**config.mk**
```make
export PLATFORM = sky130hd
export DESIGN_NAME = mem_bus_arbiter
export DESIGN_NICKNAME = d
export VERILOG_FILES = /design/src/rtl/mem_bus_arbiter.sv
export SDC_FILE = /design/constraint.sdc
export NUM_CORES = 1
export LEC_CHECK = 0
export BUFFER_PORTS_ARGS = -buffer_cell sky130_fd_sc_hd__buf_2
export CORE_UTILIZATION = 57
export CTS_CLUSTER_DIAMETER = 150
export DETAILED_ROUTE_END_ITERATION = 8
export PLACE_DENSITY = 0.86
export SYNTH_ARGS = -nofsm -noshare
export SYNTH_HDL_FRONTEND = slang
export SYNTH_SLANG_ARGS = --single-unit
```
**constraint.sdc**
```tcl
create_clock -name clk -period 5.85 [get_ports clk]
set_clock_uncertainty 0.1 [all_clocks]
set_input_delay 1.17 -clock clk [delete_from_list [all_inputs] [get_ports clk]]
set_output_delay 1.17 -clock clk [all_outputs]
set_load 0.02 [all_outputs]
```
**src/rtl/mem_bus_arbiter.sv**
```systemverilog
// mem_bus_arbiter: two-master round-robin arbiter
// for a shared FemtoRV-style memory bus.
module mem_bus_arbiter #(
  parameter int ADDR_W  = 32,
  parameter int DATA_W  = 32,
  parameter int TIMEOUT = 255
) (
  input  logic              clk,
  input  logic              resetn,
  input  logic [ADDR_W-1:0] m0_addr,
  input  logic [DATA_W-1:0] m0_wdata,
  input  logic [3:0]        m0_wmask,
  input  logic              m0_rstrb,
  output logic [DATA_W-1:0] m0_rdata,
  output logic              m0_rbusy,
  output logic              m0_wbusy,
  input  logic [ADDR_W-1:0] m1_addr,
  input  logic [DATA_W-1:0] m1_wdata,
  input  logic [3:0]        m1_wmask,
  input  logic              m1_rstrb,
  output logic [DATA_W-1:0] m1_rdata,
  output logic              m1_rbusy,
  output logic              m1_wbusy,
  output logic [ADDR_W-1:0] s_addr,
  output logic [DATA_W-1:0] s_wdata,
  output logic [3:0]        s_wmask,
  output logic              s_rstrb,
  input  logic [DATA_W-1:0] s_rdata,
  input  logic              s_rbusy,
  input  logic              s_wbusy,
  output logic [1:0]        grant,
  output logic              bus_err
);

  typedef enum logic [1:0] {
    S_IDLE,
    S_ISSUE,
    S_WAIT
  } state_t;

  localparam logic [DATA_W-1:0] LP_BAD =
    DATA_W'(32'hDEADBEEF);
  localparam logic [7:0] LP_TLAST =
    8'(TIMEOUT - 1);

  state_t            r_state;
  logic [1:0]        r_pend;
  logic [1:0]        r_rd;
  logic [ADDR_W-1:0] r_addr  [2];
  logic [DATA_W-1:0] r_wdata [2];
  logic [3:0]        r_wmask [2];
  logic [DATA_W-1:0] r_rdata [2];
  logic              r_own;
  logic              r_last;
  logic              r_err;
  logic [1:0]        r_grant;
  logic [7:0]        r_cnt;
  logic [ADDR_W-1:0] r_saddr;
  logic [DATA_W-1:0] r_swdata;
  logic [3:0]        r_swmask;
  logic              r_srstrb;

  logic [ADDR_W-1:0] w_in_addr  [2];
  logic [DATA_W-1:0] w_in_wdata [2];
  logic [3:0]        w_in_wmask [2];
  logic [1:0]        w_in_rstrb;
  logic [1:0]        w_req;
  logic [1:0]        w_done;
  logic              w_win;
  logic              w_busy;
  logic              w_fin;
  logic              w_tmo;

  assign w_in_addr[0]  = m0_addr;
  assign w_in_addr[1]  = m1_addr;
  assign w_in_wdata[0] = m0_wdata;
  assign w_in_wdata[1] = m1_wdata;
  assign w_in_wmask[0] = m0_wmask;
  assign w_in_wmask[1] = m1_wmask;
  assign w_in_rstrb    = {m1_rstrb, m0_rstrb};

  assign w_req[0] = m0_rstrb | (|m0_wmask);
  assign w_req[1] = m1_rstrb | (|m1_wmask);

  // both pending: pick the one not served last
  assign w_win = (r_pend[0] & r_pend[1]) ?
                 ~r_last : r_pend[1];

  assign w_busy = r_rd[r_own] ? s_rbusy : s_wbusy;
  assign w_fin  = (r_state == S_WAIT) & ~w_busy;
  assign w_tmo  = (r_state == S_WAIT) & w_busy &
                  (r_cnt == LP_TLAST);

  assign w_done[0] = (w_fin | w_tmo) & ~r_own;
  assign w_done[1] = (w_fin | w_tmo) & r_own;

  assign m0_rdata = r_rdata[0];
  assign m1_rdata = r_rdata[1];
  assign m0_rbusy = r_pend[0] & r_rd[0];
  assign m0_wbusy = r_pend[0] & ~r_rd[0];
  assign m1_rbusy = r_pend[1] & r_rd[1];
  assign m1_wbusy = r_pend[1] & ~r_rd[1];
  assign s_addr   = r_saddr;
  assign s_wdata  = r_swdata;
  assign s_wmask  = r_swmask;
  assign s_rstrb  = r_srstrb;
  assign grant    = r_grant;
  assign bus_err  = r_err;

  // latch each master's strobe; drop it if one is already pending
  always_ff @(posedge clk or negedge resetn) begin
    if (!resetn) begin
      r_pend <= '0;
      r_rd   <= '0;
      for (int i = 0; i < 2; i++) begin
        r_addr[i]  <= '0;
        r_wdata[i] <= '0;
        r_wmask[i] <= '0;
      end
    end else begin
      for (int i = 0; i < 2; i++) begin
        if (!r_pend[i] && w_req[i]) begin
          r_pend[i]  <= 1'b1;
          r_rd[i]    <= w_in_rstrb[i];
          r_addr[i]  <= w_in_addr[i];
          r_wdata[i] <= w_in_wdata[i];
          r_wmask[i] <= w_in_wmask[i];
        end else if (w_done[i]) begin
          r_pend[i] <= 1'b0;
        end
      end
    end
  end

  // arbitrate, issue one slave access, wait for it or time out
  always_ff @(posedge clk or negedge resetn) begin
    if (!resetn) begin
      r_state    <= S_IDLE;
      r_own      <= 1'b0;
      r_last     <= 1'b1;
      r_err      <= 1'b0;
      r_grant    <= '0;
      r_cnt      <= '0;
      r_saddr    <= '0;
      r_swdata   <= '0;
      r_swmask   <= '0;
      r_srstrb   <= 1'b0;
      r_rdata[0] <= '0;
      r_rdata[1] <= '0;
    end else begin
      unique case (r_state)
        S_IDLE: begin
          if (|r_pend) begin
            r_own    <= w_win;
            r_grant  <= w_win ? 2'b10 : 2'b01;
            r_saddr  <= r_addr[w_win];
            r_swdata <= r_wdata[w_win];
            r_srstrb <= r_rd[w_win];
            r_swmask <= r_rd[w_win] ?
                        4'b0000 : r_wmask[w_win];
            r_state  <= S_ISSUE;
          end
        end
        S_ISSUE: begin
          r_srstrb <= 1'b0;
          r_swmask <= '0;
          r_cnt    <= '0;
          r_state  <= S_WAIT;
        end
        S_WAIT: begin
          if (w_fin || w_tmo) begin
            if (r_rd[r_own]) begin
              r_rdata[r_own] <= w_fin ?
                                s_rdata : LP_BAD;
            end
            if (w_tmo) begin
              r_err <= 1'b1;
            end
            r_last   <= r_own;
            r_grant  <= '0;
            r_saddr  <= '0;
            r_swdata <= '0;
            r_state  <= S_IDLE;
          end else begin
            r_cnt <= r_cnt + 8'd1;
          end
        end
        default: begin
          r_state <= S_IDLE;
        end
      endcase
    end
  end

endmodule

```
==> flow_summary_export.csv <==
group,metric,value,unit
cts,cts_tree,"built",
yosys,syn_avg_cell_area,13.8,sq um
timing,tightest_slew,1.08,ns
placed_design,post-place-cells,1377,
worst_setup_path,r2r_cells,5,
worst_setup_path,crit_path_max_fanout,42,
pwr,cellPowerDensity,655,nW/um^2
cts,clkSinkCount,288,
floorplan,dieArea,21200,sq um
global_routing,grt_use_total,0.277,
route,drt_iter0_drc,442,
worst_setup_path,startpoint_type,"register",
worst_setup_path,arrival,3.35,ns
pwr,ir_drop,433,uV
yosys,synth-edff-count,0,
cells_and_area,drive_above_1_share,0.476,
pwr,pwr-share-comb,0.421,
route,ant_nets,0,
floorplan,core-area,20200,sq um
worst_setup_path,end_kind,"register",
global_routing,grt_max_degree,126,
timing,finalHoldViolCount,0,
placed_design,place_area,13500,sq um
yosys,seq_area_frac_synth,0.612,
floorplan,initial_core_util,0.582,
cts,cts_hold_buf,0,
floorplan,fp.dieW,146,microns
global_routing,grt_pass1_vias,8592,
hold_path,min_path_type,"reg2reg",
worst_setup_path,r2r_setup_slack,2.77,ns
cells_and_area,final_area,14500,sq um
yosys,syn_inst,851,
status,status,"completed",
pwr,switching_power,3.59,mW
route,drcViolationCount,0,
yosys,synth_area,11800,sq um
global_routing,grt_antenna_before_repair,5,
yosys,synthArstFlopShare,1.00,
cells_and_area,final_nets,1314,
global_routing,grt_pass1_wl,46700,microns
route,viasPerCell,5.85,
worst_setup_path,critPathKind,"reg2reg",
worst_setup_path,reg2reg_from,"r_own",
floorplan,die_h,146,microns
yosys,ys_types,49,
pwr,leakage,6.70,nW
timing,rsz0062_at_grt,"false",
timing,fin_crit,3.08,ns
route,wl_per_cell,20.5,microns
worst_setup_path,crit_required,6.12,ns
worst_setup_path,r2r-end,"s_addr[24]",
placed_design,globalplace.congestion,0.826,
floorplan,rows,52,
cells_and_area,syn_to_final_growth,22.9,%
cts,post_cts_buffers,0,
floorplan,io_pins,314,
route,wl,29200,microns
cts,cts_resized,0,
cells_and_area,finalNonFillerCells,1430,
timing,period_share,0.527,
cts,numCtsBuffers,29,
route,drt_first_pass_iters,5,
cts,clockRootBuffer,"clkbuf_16",
placed_design,dp_hpwl,19000,microns
cts,clk_path_buf_depth,3,
yosys,syn_nets,1027,
yosys,synth_seq_cells,288,
worst_setup_path,critical_path.startpoint,"r_own",
cts,htreeDepth,1,
cells_and_area,multi_input_comb_area,4250,sq um
timing,timing.setup.tns,0,ns
pwr,seq_power_share,0.379,
timing,max_freq,0.324,GHz
placed_design,place.port_buffers,313,
route,vias,8372,
pwr,p_clk_frac,0.200,
worst_setup_path,crit_end,"s_addr[24]",
job,maxCapViolations,0,
cells_and_area,register_area,7210,sq um
timing,setup_viol,0,
yosys,yosysWarnings,0,
cells_and_area,n_fill_cell,1390,
global_routing,overflow,0,
timing,relSlewSlack,0.279,
pwr,intPower,5.88,mW
yosys,synth_flop_cell,"dfrtp_1",
timing,finalMaxSlewViolations,0,
cts,cts.clk_slew.worst_paths,0.06,ns
pwr,power.share.switching,0.379,
cts,worst_skew_pair.late_latency,0.54,ns
==> state kept, by name (all words and copies together), names as in the netlist <==
name,cells
r_addr,64
r_wdata,64
m0_rdata,32
m1_rdata,32
s_addr,32
s_wdata,32
r_cnt,8
r_wmask,8
s_wmask,4
grant,2
r_pend,2
r_rd,2
r_state,2
bus_err,1
r_last,1
r_own,1
s_rstrb,1
==> through the flow <==
step	power, mW	utilization	setup WS, ns	hold WS [ns]
3_5_place_dp	7.59	0.666	2.43	0.370
5_1_grt	9.98	0.715	2.62	0.401
4_1_cts	9.51	0.715	2.76	0.389
6_report	9.47	0.715	2.77	0.387
2_1_floorplan	6.39	-	3.35	0.367
3_3_place_gp	7.39	0.666	2.46	0.369
==> how the worst min path moves through the flow <==
stage          slack, ns  cells after the start         start           end
6_report            0.39                      1   m1_rdata[5]   m1_rdata[5]
5_1_grt             0.40                      1       bus_err       bus_err
4_1_cts             0.39                      1    s_wmask[2]    s_wmask[2]
3_5_place_dp        0.37                      1    s_wmask[2]    s_wmask[2]
3_3_place_gp        0.37                      1  m0_rdata[17]  m0_rdata[17]
2_1_floorplan       0.37                      1      r_cnt[7]      r_cnt[7]
==> cell type report <==
| class | count | share of cell area |
|---|---|---|
| Timing Repair Buffer | 322 | 0.115 |
| Sequential cell | 288 | 0.498 |
| Tap cell | 270 | 0.0234 |
| Antenna cell | 1 | 0.000173 |
| Multi-Input combinational cell | 491 | 0.294 |
| Clock inverter | 8 | 0.00796 |
| Inverter | 6 | 0.00156 |
| Clock buffer | 44 | 0.0596 |
==> cells by family (layout without fill, tap and decap cells) <==
group / after synthesis / in the layout / synth area share
flops: 288 / 288 / 0.612
simple gates: 111 / 111 / 0.0410
mux: 214 / 214 / 0.197
buf+inv: 72 / 380 / 0.0312
fa+ha+maj: 2 / 2 / 0.00213
other cells: 0 / 1 / 0
compound gates: 164 / 164 / 0.116
==> layout by cell type (no fill, tap or decap), types with 3 or more instances in the layout <==
| cell | netlist | routed |
|---|---|---|
| o32a_1 | 14 | 14 |
| clkbuf_16 | 0 | 29 |
| nand2_1 | 74 | 74 |
| o2bb2ai_1 | 6 | 6 |
| nand3_1 | 3 | 3 |
| mux2i_1 | 74 | 74 |
| o211ai_1 | 4 | 4 |
| and2_1 | 4 | 4 |
| o22ai_1 | 64 | 64 |
| clkbuf_8 | 0 | 8 |
| nor2_1 | 10 | 10 |
| o21ai_0 | 3 | 3 |
| buf_2 | 23 | 312 |
| inv_1 | 6 | 6 |
| mux2_2 | 139 | 139 |
| o32a_2 | 34 | 34 |
| nor2b_1 | 4 | 4 |
| a32o_1 | 16 | 16 |
| clkbuf_1 | 27 | 7 |
| a21oi_1 | 7 | 5 |
| nor3_1 | 4 | 4 |
| clkinv_2 | 0 | 5 |
| dfrtp_1 | 287 | 287 |
| a21oi_4 | 0 | 3 |
| nand2b_1 | 4 | 4 |
| buf_4 | 7 | 7 |
| bufinv_16 | 0 | 3 |
==> power by group through the flow <==
stage	registers [mW]	clock network [mW]	logic, mW
2_1_floorplan	3.96	0	2.43
3_3_place_gp	3.54	0	3.85
3_5_place_dp	3.58	0	4.00
4_1_cts	3.58	1.92	4.01
5_1_grt	3.70	2.00	4.28
6_report	3.59	1.89	3.99
==> cell usage after synthesis (all sizes together), types with 2 or more instances <==
cell / number / area share
nor4: 2 / 0.0011
mux2: 140 / 0.13
o22ai: 64 / 0.034
inv: 6 / 0.0019
nand2: 74 / 0.024
nand3: 4 / 0.0021
o2bb2ai: 6 / 0.0045
nand4: 2 / 0.0011
o32a: 48 / 0.044
buf: 38 / 0.020
clkbuf: 27 / 0.0086
mux2i: 74 / 0.063
nor2b: 4 / 0.0021
o21ai: 4 / 0.0017
a211oi: 2 / 0.0034
ha: 2 / 0.0021
nor2: 10 / 0.0032
nand2b: 4 / 0.0021
nor3: 4 / 0.0017
dfrtp: 287 / 0.61
a32o: 16 / 0.014
o211ai: 4 / 0.0026
and2: 4 / 0.0021
a21oi: 8 / 0.0037
==> worst max-delay path, stage by stage (launching register included) <==
cell     delay [ns]
dfrtp_1        0.54
mux2i_1        0.39
mux2_4         0.42
a21oi_4        0.70
buf_4          0.58
o22ai_1        0.16
==> metal layers <==
metal,vias up,GRT usage,wire length [microns]
met5,-,0,35
met4,6,0.0821,803
met3,67,0.0806,2560
met2,351,0.453,14100
met1,4210,0.360,11700
li1,3738,-,-
(Power assumes the default switching activity.)
